`config.mk`:
```
export PLATFORM = sky130hd
export DESIGN_NAME = tdm_demux_flat
export DESIGN_NICKNAME = d
export VERILOG_FILES = /design/src/rtl/tdm_demux_if.sv /design/src/rtl/tdm_demux.sv /design/src/flat_wrapper.sv
export SDC_FILE = /design/constraint.sdc
export NUM_CORES = 1
export LEC_CHECK = 0
export ABC_AREA = 1
export CELL_PAD_IN_SITES_DETAIL_PLACEMENT = 1
export CELL_PAD_IN_SITES_GLOBAL_PLACEMENT = 1
export CORE_UTILIZATION = 36
export CTS_CLUSTER_SIZE = 25
export DETAILED_ROUTE_END_ITERATION = 16
export HOLD_SLACK_MARGIN = 0.02
export PLACE_DENSITY = 0.9
export SLEW_MARGIN = 20
export SYNTH_ARGS = -nofsm -noshare
export SYNTH_HDL_FRONTEND = slang
export SYNTH_SLANG_ARGS = --single-unit
```
`constraint.sdc`:
```
create_clock -name clk -period 2.7 [get_ports clk]
set_input_delay 0.27 -clock clk [delete_from_list [all_inputs] [get_ports clk]]
set_output_delay 0.27 -clock clk [all_outputs]
set_load 0.05 [all_outputs]
```
`src/rtl/tdm_demux_if.sv`:
```
// TDM demultiplexer bus: serial sample input side and per-channel output side.
// The master drives the serial stream; the slave is the demultiplexer.
interface tdm_demux_if #(
    parameter int W   = 8,
    parameter int NCH = 4
);
    logic                 in_valid;
    logic                 in_sync;
    logic [W-1:0]         in_data;
    logic [NCH*W-1:0]     out_data;
    logic [NCH-1:0]       out_valid;
    logic                 frame_done;
    logic                 err;
    logic [7:0]           err_cnt;

    modport master (
        output in_valid, in_sync, in_data,
        input  out_data, out_valid, frame_done, err, err_cnt
    );

    modport slave (
        input  in_valid, in_sync, in_data,
        output out_data, out_valid, frame_done, err, err_cnt
    );
endinterface

```
`src/rtl/tdm_demux.sv`:
```
// Splits a serial TDM stream into NCH per-channel holding registers, tracking
// frame alignment from the sync marker and counting framing errors.
module tdm_demux #(
    parameter int W   = 8,
    parameter int NCH = 4
) (
    input  logic         clk,
    input  logic         rst_n,
    tdm_demux_if.slave   bus
);
    localparam int SW = (NCH > 1) ? $clog2(NCH) : 1;

    typedef enum logic {
        HUNT = 1'b0,
        RUN  = 1'b1
    } state_e;

    state_e                  state_q;
    logic [SW-1:0]           slot_q;
    logic [NCH-1:0][W-1:0]   data_q;
    logic [NCH-1:0]          out_valid_q;
    logic                    frame_done_q;
    logic                    err_q;
    logic [7:0]              err_cnt_q;
    logic [7:0]              err_cnt_d;
    logic                    frm_err_d;

    function automatic logic [7:0] sat_inc(input logic [7:0] v);
        return (v == 8'hFF) ? v : v + 8'd1;
    endfunction

    // A stray sample while hunting, or a sync arriving before the frame closed.
    always_comb begin
        frm_err_d = bus.in_valid &&
                    (((state_q == HUNT) && !bus.in_sync) ||
                     ((state_q == RUN)  &&  bus.in_sync));
        err_cnt_d = frm_err_d ? sat_inc(err_cnt_q) : err_cnt_q;
    end

    always_ff @(posedge clk or negedge rst_n) begin
        if (!rst_n) begin
            state_q      <= HUNT;
            slot_q       <= '0;
            data_q       <= '0;
            out_valid_q  <= '0;
            frame_done_q <= 1'b0;
            err_q        <= 1'b0;
            err_cnt_q    <= '0;
        end else begin
            out_valid_q  <= '0;
            frame_done_q <= 1'b0;
            err_q        <= frm_err_d;
            err_cnt_q    <= err_cnt_d;
            if (bus.in_valid) begin
                // A sync always (re)starts a frame at channel 0, even mid-frame.
                if (bus.in_sync) begin
                    data_q[0]   <= bus.in_data;
                    out_valid_q <= NCH'(1);
                    slot_q      <= SW'(1);
                    state_q     <= RUN;
                end else if (state_q == RUN) begin
                    data_q[slot_q] <= bus.in_data;
                    out_valid_q    <= NCH'(1) << slot_q;
                    if (slot_q == SW'(NCH - 1)) begin
                        frame_done_q <= 1'b1;
                        slot_q       <= '0;
                        state_q      <= HUNT;
                    end else begin
                        slot_q <= slot_q + SW'(1);
                    end
                end
            end
        end
    end

    assign bus.out_data   = data_q;
    assign bus.out_valid  = out_valid_q;
    assign bus.frame_done = frame_done_q;
    assign bus.err        = err_q;
    assign bus.err_cnt    = err_cnt_q;
endmodule

```
`src/flat_wrapper.sv`:
```
// flat-port wrapper written by rule: the top's interface ports become plain ports
module tdm_demux_flat 
#(
    parameter int W   = 8,
    parameter int NCH = 4
)
  (clk, rst_n, bus_in_valid, bus_in_sync, bus_in_data, bus_out_data, bus_out_valid, bus_frame_done, bus_err, bus_err_cnt);
  tdm_demux_if #(.W(W), .NCH(NCH)) bus_i ();
  input  logic clk;
  input  logic rst_n;
  input wire logic [$bits(bus_i.in_valid)-1:0] bus_in_valid;
  input wire logic [$bits(bus_i.in_sync)-1:0] bus_in_sync;
  input wire logic [$bits(bus_i.in_data)-1:0] bus_in_data;
  output wire logic [$bits(bus_i.out_data)-1:0] bus_out_data;
  output wire logic [$bits(bus_i.out_valid)-1:0] bus_out_valid;
  output wire logic [$bits(bus_i.frame_done)-1:0] bus_frame_done;
  output wire logic [$bits(bus_i.err)-1:0] bus_err;
  output wire logic [$bits(bus_i.err_cnt)-1:0] bus_err_cnt;
  assign bus_i.in_valid = bus_in_valid;
  assign bus_i.in_sync = bus_in_sync;
  assign bus_i.in_data = bus_in_data;
  assign bus_out_data = bus_i.out_data;
  assign bus_out_valid = bus_i.out_valid;
  assign bus_frame_done = bus_i.frame_done;
  assign bus_err = bus_i.err;
  assign bus_err_cnt = bus_i.err_cnt;
  tdm_demux #(.W(W), .NCH(NCH)) u_core (.clk(clk), .rst_n(rst_n), .bus(bus_i));
endmodule
```
==> impl_metrics.xml, run 1 <==
<?xml version="1.0" encoding="UTF-8"?>
<metrics>
  <group name="outcome">
    <metric name="outcome" unit="">finished clean</metric>
  </group>
  <group name="yosys">
    <metric name="synth.mux.area_fraction" unit="%">0</metric>
    <metric name="synthesis.yosys.warnings" unit="">0</metric>
    <metric name="syn_inst" unit="">212</metric>
    <metric name="synthTopCellsByArea" unit="">sky130_fd_sc_hd__dfrtp_1 61%, sky130_fd_sc_hd__nand2_1 13%, sky130_fd_sc_hd__o21ai_0 9.1%</metric>
    <metric name="synth-simple-area-share" unit="%">16.94</metric>
    <metric name="post_synth_edffs" unit="">0</metric>
    <metric name="post-synth-top-count-cell" unit="">sky130_fd_sc_hd__nand2_1</metric>
    <metric name="postSynthAreaPerCell" unit="µm²">9.301</metric>
    <metric name="synthDominantAreaCellType" unit="">sky130_fd_sc_hd__dfrtp_1</metric>
    <metric name="synth_compound_gate_area_share" unit="%">10.60</metric>
    <metric name="asyncSetResetFlopFracSynth" unit="%">100.0</metric>
    <metric name="synth_largest_type_area_fraction" unit="%">60.91</metric>
    <metric name="synth-xor-area-share" unit="%">0.8883</metric>
    <metric name="synth_fa_ha_area_share" unit="%">3.807</metric>
    <metric name="ys_ff_latch" unit="">48</metric>
    <metric name="seq_area_frac_synth" unit="%">60.91</metric>
    <metric name="total_nets_after_synthesis" unit="">230</metric>
    <metric name="ys_top_cells_by_count" unit="">67 x sky130_fd_sc_hd__nand2_1, 48 x sky130_fd_sc_hd__dfrtp_1, 36 x sky130_fd_sc_hd__o21ai_0, 26 x sky130_fd_sc_hd__inv_1, 7 x sky130_fd_sc_hd__nor2_1</metric>
    <metric name="netlist_area" unit="µm²">1972</metric>
    <metric name="synth_top_family_by_area" unit="">simple AND/OR/NAND/NOR gates</metric>
    <metric name="synth_cell_types" unit="">17</metric>
    <metric name="ys_dominant_reg_cell" unit="">sky130_fd_sc_hd__dfrtp_1</metric>
  </group>
  <group name="floorplan">
    <metric name="die_height" unit="µm">76.01</metric>
    <metric name="area_of_the_die" unit="µm²">5778</metric>
    <metric name="core_area" unit="µm²">5205</metric>
    <metric name="fp-row-count" unit="">26</metric>
    <metric name="design.portCount" unit="">58</metric>
    <metric name="die_width" unit="µm">76.01</metric>
    <metric name="starting_density_of_the_core" unit="%">37.88</metric>
  </group>
  <group name="global_routing">
    <metric name="global_route.overflow_total" unit="">0</metric>
    <metric name="grt_start_max_net_pins" unit="">33</metric>
    <metric name="globalRouteTotalUtil" unit="%">17.54</metric>
    <metric name="wire_length_of_the_first_global_routing_pass" unit="µm">7990</metric>
    <metric name="number_of_global_route_vias_before_repair" unit="">1603</metric>
    <metric name="antenna_found_initial" unit="">0</metric>
  </group>
  <group name="cts">
    <metric name="cts_max_level" unit="">2</metric>
    <metric name="cts_buffer_depth" unit="">2</metric>
    <metric name="cts_sinks" unit="">48</metric>
    <metric name="worst_skew_pair_latency" unit="ns">0.30</metric>
    <metric name="tritoncts" unit="">done</metric>
    <metric name="worst_setup_hold_path_clk_slew" unit="ns">0.09</metric>
    <metric name="numCtsBuffers" unit="">5</metric>
    <metric name="ctsRootBufferMaster" unit="">sky130_fd_sc_hd__clkbuf_8</metric>
  </group>
  <group name="timing">
    <metric name="maxSlewHeadroom" unit="%">57.43</metric>
    <metric name="setup_viol_count_final" unit="">0</metric>
    <metric name="total_count_of_hold_check_failures_in_the_final_report" unit="">0</metric>
    <metric name="period_share" unit="%">70.42</metric>
    <metric name="fin_worst_hold_slack" unit="ns">0.4118</metric>
    <metric name="worstMarginPinSlew" unit="ns">0.6366</metric>
    <metric name="final.setup_skew" unit="ns">0.003600</metric>
    <metric name="post-route-min-period" unit="ns">1.901</metric>
    <metric name="grt_setup_unrepaired" unit="">false</metric>
    <metric name="fmax" unit="GHz">0.5260</metric>
    <metric name="timing_max_transition_violations_final" unit="">0</metric>
    <metric name="final_setup_tns" unit="ns">0</metric>
  </group>
  <group name="setup_path">
    <metric name="critical_path_class" unit="">reg2out</metric>
    <metric name="cp_num_buf_inv" unit="">1</metric>
    <metric name="critical-path-top-delay-family" unit="">buffers and inverters</metric>
    <metric name="path_cells" unit="">clkdlybuf4s50_1</metric>
    <metric name="crit_path_max_fanout" unit="">6</metric>
    <metric name="timing.critical_path.from_type" unit="">flop</metric>
    <metric name="slowest_stage" unit="">sky130_fd_sc_hd__clkdlybuf4s50_1</metric>
    <metric name="worst-endpoint-arrival" unit="ns">1.63</metric>
    <metric name="cp_slowest_stage_delay" unit="ns">0.85</metric>
    <metric name="r2r_setup_slack" unit="ns">1.02</metric>
    <metric name="setup.worst_path.end_class" unit="">primary output</metric>
    <metric name="required_time_worst_endpoint" unit="ns">2.43</metric>
  </group>
  <group name="job">
    <metric name="maxCapViolCount" unit="">0</metric>
  </group>
  <group name="placed_design">
    <metric name="post-place-cells" unit="">336</metric>
    <metric name="post_dp_cell_area" unit="µm²">2606</metric>
    <metric name="gp_congestion" unit="">0.7856</metric>
    <metric name="buffers_added_on_ports" unit="">57</metric>
    <metric name="hpwlAfterDp" unit="µm">3578</metric>
  </group>
  <group name="routing">
    <metric name="drc_errors" unit="">0</metric>
    <metric name="avgViaCountPerCell" unit="">4.739</metric>
    <metric name="route.detailed.wl_per_inst" unit="µm">14.14</metric>
    <metric name="detailroute.via_count" unit="">1635</metric>
    <metric name="first_iter_violations" unit="">80</metric>
    <metric name="dr.pass1.iters" unit="">4</metric>
    <metric name="final_antenna_net_count" unit="">0</metric>
    <metric name="totalWireLength" unit="µm">4878</metric>
  </group>
  <group name="layout">
    <metric name="share_of_post_route_cells_with_drive_strength_above_1" unit="%">5.091</metric>
    <metric name="antenna-diode-count" unit="">0</metric>
    <metric name="num-nets-final" unit="">292</metric>
    <metric name="finished_cell_area" unit="µm²">2714</metric>
    <metric name="fin_cells" unit="">345</metric>
    <metric name="areaGrowthSynthToFinish" unit="%">37.63</metric>
    <metric name="final.fill_count" unit="">619</metric>
  </group>
  <group name="power_and_ir_drop">
    <metric name="worst_ir_drop_vdd" unit="µV">658.6</metric>
    <metric name="power.leakage" unit="nW">1.320</metric>
    <metric name="design_power_total" unit="mW">3.443</metric>
    <metric name="power-per-cell-area" unit="nW/µm²">1269</metric>
  </group>
  <group name="worst_hold_path">
    <metric name="hp-class" unit="">in2async</metric>
  </group>
</metrics>
power by group:
group	total [mW]	switching (mW)	internal [mW]	leakage, nW
sequential	1.18	0.204	0.979	0.599
combinational	1.81	1.24	0.574	0.678
clock	0.447	0.240	0.207	0.0434
kinds of logic (layout without fill, tap and decap cells):
family / count (synthesis) / after routing
buf+inv: 32 / 95
flops: 48 / 48
simple gates: 83 / 83
compound gates: 41 / 41
xor+xnor: 2 / 2
fa+ha+maj: 6 / 6
state kept, by name (all words and copies together) (netlist names):
signal	cells
u_core.slot_q	2
u_core.state_q	1
u_core.bus.frame_done	1
u_core.bus.out_valid	3
u_core.bus.out_data	32
u_core.bus.err	1
u_core.bus.err_cnt	8
final timing paths:
kind                       depth (start not counted)                                   to                           startpoint
hold / removal                                     2  u_core.bus.out_data[16]$_DFFE_PN0P_                                rst_n
min in group clk                                   2  u_core.bus.out_data[16]$_DFFE_PN0P_  u_core.bus.out_data[16]$_DFFE_PN0P_
setup reg to reg                                   4   u_core.bus.out_data[8]$_DFFE_PN0P_         u_core.slot_q[1]$_DFFE_PN0P_
max in group asynchronous                          3   u_core.bus.out_data[8]$_DFFE_PN0P_                                rst_n
hold reg to reg                                    2  u_core.bus.out_data[16]$_DFFE_PN0P_  u_core.bus.out_data[16]$_DFFE_PN0P_
setup / recovery                                   1                       bus_err_cnt[2]    u_core.bus.err_cnt[2]$_DFFE_PN0P_
timing repair:
item / CTS / global route
setup buffers: 0 / 0
hold buffers: 1 / 0
hold endpoints to repair: 16 / 0
resized for setup: 0 / 0
per-stage QoR:
step           setup WS, ns  util, %
2_1_floorplan        0.9867        -
3_3_place_gp         0.8405    50.07
3_5_place_dp         0.7375    50.07
4_1_cts              0.7810    52.14
5_1_grt              0.7493    52.14
6_report             0.7987    52.14
layout make-up:
| type | count | area, µm² | area share, % |
|---|---|---|---|
| clock buffer | 6 | 82.58 | 3.043 |
| clock inverter | 2 | 15.01 | 0.5533 |
| inverter | 27 | 101.3 | 3.734 |
| multi-input combinational | 132 | 635.6 | 23.42 |
| sequential | 48 | 1201 | 44.26 |
| tap | 70 | 87.58 | 3.227 |
| timing repair buffer | 60 | 590.6 | 21.76 |
per-layer routing:
metal  vias to the layer above  share of wire [%]  global-route usage (%)
met5                         -                  0                       0
met4                         0               0.94                   4.038
met3                         5                4.5                   3.952
met2                        40                 49                   28.55
met1                       802                 45                   24.01
li1                        788                  -                       -
cells in the final DEF (no fill, tap or decap):
| cell type | count |
|---|---|
| sky130_fd_sc_hd__buf_2 | 1 |
| sky130_fd_sc_hd__nor2_1 | 7 |
| sky130_fd_sc_hd__ha_1 | 6 |
| sky130_fd_sc_hd__a21oi_1 | 2 |
| sky130_fd_sc_hd__o21ai_0 | 36 |
| sky130_fd_sc_hd__clkinvlp_4 | 2 |
| sky130_fd_sc_hd__o21ai_1 | 2 |
| sky130_fd_sc_hd__inv_1 | 26 |
| sky130_fd_sc_hd__buf_4 | 2 |
| sky130_fd_sc_hd__clkdlybuf4s50_1 | 56 |
| sky130_fd_sc_hd__nand3_1 | 4 |
| sky130_fd_sc_hd__nand2_1 | 67 |
| sky130_fd_sc_hd__nor2_4 | 1 |
| sky130_fd_sc_hd__inv_2 | 1 |
| sky130_fd_sc_hd__dfrtp_1 | 48 |
| sky130_fd_sc_hd__nand4_1 | 4 |
| sky130_fd_sc_hd__o21ai_2 | 1 |
| sky130_fd_sc_hd__clkbuf_8 | 6 |
| sky130_fd_sc_hd__dlygate4sd3_1 | 1 |
| sky130_fd_sc_hd__xnor2_1 | 2 |
No activity file was read; power rests on OpenSTA's default activity.
==> run 2: changes to the inputs <==
--- a/config.mk
+++ b/config.mk
@@ -8,11 +8,11 @@
 export ABC_AREA = 1
 export CELL_PAD_IN_SITES_DETAIL_PLACEMENT = 1
 export CELL_PAD_IN_SITES_GLOBAL_PLACEMENT = 1
-export CORE_UTILIZATION = 36
+export CORE_UTILIZATION = 34
 export CTS_CLUSTER_SIZE = 25
 export DETAILED_ROUTE_END_ITERATION = 16
 export HOLD_SLACK_MARGIN = 0.02
-export PLACE_DENSITY = 0.9
+export PLACE_DENSITY = 0.87
 export SLEW_MARGIN = 20
 export SYNTH_ARGS = -nofsm -noshare
 export SYNTH_HDL_FRONTEND = slang
==> constraint.sdc (replaced) <==
create_clock -name clk -period 1.9 [get_ports clk]
set_input_delay 0.19 -clock clk [delete_from_list [all_inputs] [get_ports clk]]
set_output_delay 0.19 -clock clk [all_outputs]
set_load 0.05 [all_outputs]
==> impl_metrics.xml, run 2 (synthesis gave the netlist of run 1 again) <==
<?xml version="1.0" encoding="UTF-8"?>
<metrics>
  <group name="outcome">
    <metric name="outcome" unit="">finished clean</metric>
  </group>
  <group name="layout">
    <metric name="seqCellArea" unit="µm²">1201</metric>
    <metric name="antenna-diode-count" unit="">0</metric>
    <metric name="mostFrequentLayoutCell" unit="">sky130_fd_sc_hd__nand2_1</metric>
    <metric name="area_occupied_by_multi_input_gates" unit="µm²">635.6</metric>
    <metric name="areaGrowthSynthToFinish" unit="%">40.10</metric>
    <metric name="share_of_post_route_cells_with_drive_strength_above_1" unit="%">6.115</metric>
    <metric name="layout_common_cells" unit="">67 x sky130_fd_sc_hd__nand2_1, 56 x sky130_fd_sc_hd__clkdlybuf4s50_1, 48 x sky130_fd_sc_hd__dfrtp_1, 36 x sky130_fd_sc_hd__o21ai_0, 26 x sky130_fd_sc_hd__inv_1</metric>
    <metric name="largest_register_ffs" unit="">32</metric>
    <metric name="final.fill_count" unit="">654</metric>
    <metric name="num-nets-final" unit="">295</metric>
  </group>
  <group name="setup_path">
    <metric name="slowest_stage" unit="">sky130_fd_sc_hd__clkdlybuf4s50_1</metric>
    <metric name="critical-path-top-delay-family" unit="">buffers and inverters</metric>
    <metric name="timing.rr.end" unit="">u_core.bus.err_cnt[1]$_DFFE_PN0P_</metric>
    <metric name="r2r_setup_slack" unit="ns">0.25</metric>
    <metric name="crit-reg2reg-launch" unit="">u_core.bus.err_cnt[0]$_DFFE_PN0P_</metric>
    <metric name="timing.critical_path.from_type" unit="">flop</metric>
    <metric name="setup.worst_path.end_class" unit="">primary output</metric>
    <metric name="path_cells" unit="">clkdlybuf4s50_1</metric>
    <metric name="required_time_worst_endpoint" unit="ns">1.71</metric>
    <metric name="crit_path_max_fanout" unit="">7</metric>
    <metric name="cp_slowest_stage_delay" unit="ns">0.85</metric>
    <metric name="critical_path_class" unit="">reg2out</metric>
    <metric name="cp_num_buf_inv" unit="">1</metric>
    <metric name="worst-endpoint-arrival" unit="ns">1.63</metric>
    <metric name="worst-r2r-cell-count" unit="">8</metric>
  </group>
  <group name="timing">
    <metric name="period_share" unit="%">95.67</metric>
    <metric name="timing_max_transition_violations_final" unit="">0</metric>
    <metric name="final.setup_skew" unit="ns">0.01032</metric>
    <metric name="maxSlewHeadroom" unit="%">57.87</metric>
    <metric name="grt_setup_unrepaired" unit="">false</metric>
    <metric name="final_setup_tns" unit="ns">0</metric>
    <metric name="worstMarginPinSlew" unit="ns">0.6319</metric>
    <metric name="fmax" unit="GHz">0.5501</metric>
    <metric name="total_count_of_hold_check_failures_in_the_final_report" unit="">0</metric>
    <metric name="post-route-min-period" unit="ns">1.818</metric>
    <metric name="setup_viol_count_final" unit="">0</metric>
  </group>
  <group name="floorplan">
    <metric name="starting_density_of_the_core" unit="%">35.59</metric>
    <metric name="area_of_the_die" unit="µm²">6108</metric>
    <metric name="die_width" unit="µm">78.16</metric>
    <metric name="fp-row-count" unit="">27</metric>
    <metric name="core_area" unit="µm²">5540</metric>
    <metric name="design.portCount" unit="">58</metric>
    <metric name="die_height" unit="µm">78.16</metric>
  </group>
  <group name="routing">
    <metric name="avgViaCountPerCell" unit="">4.694</metric>
    <metric name="met1Wirelength" unit="µm">2242</metric>
    <metric name="dr.pass1.iters" unit="">4</metric>
    <metric name="routed-wl-met3" unit="µm">155</metric>
    <metric name="detailroute.via_count" unit="">1643</metric>
    <metric name="final_antenna_net_count" unit="">0</metric>
    <metric name="drc_errors" unit="">0</metric>
    <metric name="topRoutingLayerUsed" unit="">met4</metric>
    <metric name="totalWireLength" unit="µm">4882</metric>
    <metric name="first_iter_violations" unit="">39</metric>
    <metric name="routed-wl-met2" unit="µm">2421</metric>
    <metric name="route.detailed.wl_per_inst" unit="µm">13.95</metric>
  </group>
  <group name="power_and_ir_drop">
    <metric name="clockPowerShare" unit="%">15.4</metric>
    <metric name="design_power_total" unit="mW">5.042</metric>
    <metric name="internal_power" unit="mW">2.647</metric>
    <metric name="worst_ir_drop_vdd" unit="µV">835.4</metric>
    <metric name="sw_frac_of_total" unit="%">47.50</metric>
    <metric name="p_comb_share" unit="%">51.4</metric>
    <metric name="switching_power" unit="mW">2.395</metric>
    <metric name="share_seq_of_total_power" unit="%">33.2</metric>
    <metric name="power.leakage" unit="nW">1.351</metric>
    <metric name="power-per-cell-area" unit="nW/µm²">1825</metric>
  </group>
  <group name="cts">
    <metric name="worst_setup_hold_path_clk_slew" unit="ns">0.09</metric>
    <metric name="post-cts-setup-buffer-count" unit="">0</metric>
    <metric name="cts_sinks" unit="">48</metric>
    <metric name="tritoncts" unit="">done</metric>
    <metric name="numCtsBuffers" unit="">5</metric>
    <metric name="worst_skew_pair_latency" unit="ns">0.30</metric>
    <metric name="cts_max_level" unit="">2</metric>
    <metric name="cts_buffer_depth" unit="">2</metric>
    <metric name="ctsRootBufferMaster" unit="">sky130_fd_sc_hd__clkbuf_8</metric>
  </group>
  <group name="placed_design">
    <metric name="hpwlAfterDp" unit="µm">3591</metric>
    <metric name="gp_congestion" unit="">0.7667</metric>
    <metric name="buffers_added_on_ports" unit="">57</metric>
  </group>
  <group name="global_routing">
    <metric name="wire_length_of_the_first_global_routing_pass" unit="µm">8231</metric>
    <metric name="grt_start_max_net_pins" unit="">49</metric>
    <metric name="antenna_found_initial" unit="">0</metric>
    <metric name="global_route.overflow_total" unit="">0</metric>
    <metric name="globalRouteTotalUtil" unit="%">17.57</metric>
    <metric name="number_of_global_route_vias_before_repair" unit="">1674</metric>
  </group>
  <group name="worst_hold_path">
    <metric name="hp-class" unit="">reg2reg</metric>
    <metric name="depth_of_the_worst_hold_timing_path" unit="">2</metric>
    <metric name="worst_hold_path.endpoint" unit="">u_core.bus.out_data[15]$_DFFE_PN0P_</metric>
    <metric name="hp-start" unit="">u_core.bus.out_data[15]$_DFFE_PN0P_</metric>
  </group>
  <group name="job">
    <metric name="maxCapViolCount" unit="">0</metric>
  </group>
</metrics>
run 2: changes by cell type in the layout (fill, tap and decap cells not counted), sizes merged:
cell      delta
bufinv       +1
buf          +3
clkinvlp     -2
clkinv       +1
run 2: metal layers:
layer,up-vias,track usage (%)
met3,5,3.023
met1,806,22.80
li1,797,-
met4,0,5.556
met2,35,29.82
met5,-,0
run 2: area by class of cell:
cell class                      instances  area share [%]
Clock inverter                          2           1.404
Timing Repair Buffer                   63           22.19
Sequential cell                        48           43.48
Clock buffer                            6           2.989
Inverter                               27           3.668
Multi-Input combinational cell        132           23.01
Tap cell                               72           3.261
run 2: worst max path at each step:
stage | to | slack [ns] | cells after the start | startpoint
floorplan | u_core.bus.err_cnt[5]$_DFFE_PN0P_ | 0.19 | 8 | u_core.bus.err_cnt[0]$_DFFE_PN0P_
global placement | u_core.bus.err_cnt[1]$_DFFE_PN0P_ | 0.16 | 10 | bus_in_sync
detailed placement | u_core.bus.err_cnt[5]$_DFFE_PN0P_ | 0.07 | 10 | bus_in_sync
CTS | bus_err_cnt[0] | 0.07 | 1 | u_core.bus.err_cnt[0]$_DFFE_PN0P_
global route | bus_err_cnt[0] | 0.04 | 1 | u_core.bus.err_cnt[0]$_DFFE_PN0P_
finish | bus_err_cnt[0] | 0.08 | 1 | u_core.bus.err_cnt[0]$_DFFE_PN0P_
run 2: metrics by stage:
step | hold WS, ns | cells | util [%] | cell area [µm²] | setup slack (ns)
2_1_floorplan | -0.1056 | 212 | - | 1972 | 0.1867
3_3_place_gp | 0.3201 | 341 | 47.49 | 2631 | 0.1589
3_5_place_dp | 0.3302 | 341 | 47.49 | 2631 | 0.06980
4_1_cts | 0.4990 | 350 | 49.86 | 2763 | 0.07014
5_1_grt | 0.5198 | 350 | 49.86 | 2763 | 0.04261
6_report | 0.4960 | 350 | 49.86 | 2763 | 0.08227
run 2: power groups by stage:
| stage | Combinational, mW | Clock [mW] | Sequential [mW] |
|---|---|---|---|
| floorplan | 0.452 | 0 | 2.88 |
| global placement | 2.54 | 0 | 1.68 |
| detailed placement | 2.62 | 0 | 1.69 |
| CTS | 2.62 | 0.789 | 1.68 |
| global route | 2.74 | 0.837 | 1.73 |
| finish | 2.59 | 0.775 | 1.68 |
run 2: what timing repair did:
action	4_1_cts	5_1_grt
gates resized for setup	0	0
endpoints found under the hold margin	48	0
hold buffers	1	0
==> run 3: changes to the inputs <==
--- a/config.mk
+++ b/config.mk
@@ -6,6 +6,7 @@
 export NUM_CORES = 1
 export LEC_CHECK = 0
 export ABC_AREA = 1
+export CAP_MARGIN = 15
 export CELL_PAD_IN_SITES_DETAIL_PLACEMENT = 1
 export CELL_PAD_IN_SITES_GLOBAL_PLACEMENT = 1
 export CORE_UTILIZATION = 34
@@ -13,7 +14,7 @@
 export DETAILED_ROUTE_END_ITERATION = 16
 export HOLD_SLACK_MARGIN = 0.02
 export PLACE_DENSITY = 0.87
-export SLEW_MARGIN = 20
+export SLEW_MARGIN = 40
 export SYNTH_ARGS = -nofsm -noshare
 export SYNTH_HDL_FRONTEND = slang
 export SYNTH_SLANG_ARGS = --single-unit
==> results of run 3 <==
The final DEF is identical to that of run 2; final timing and power are the same.
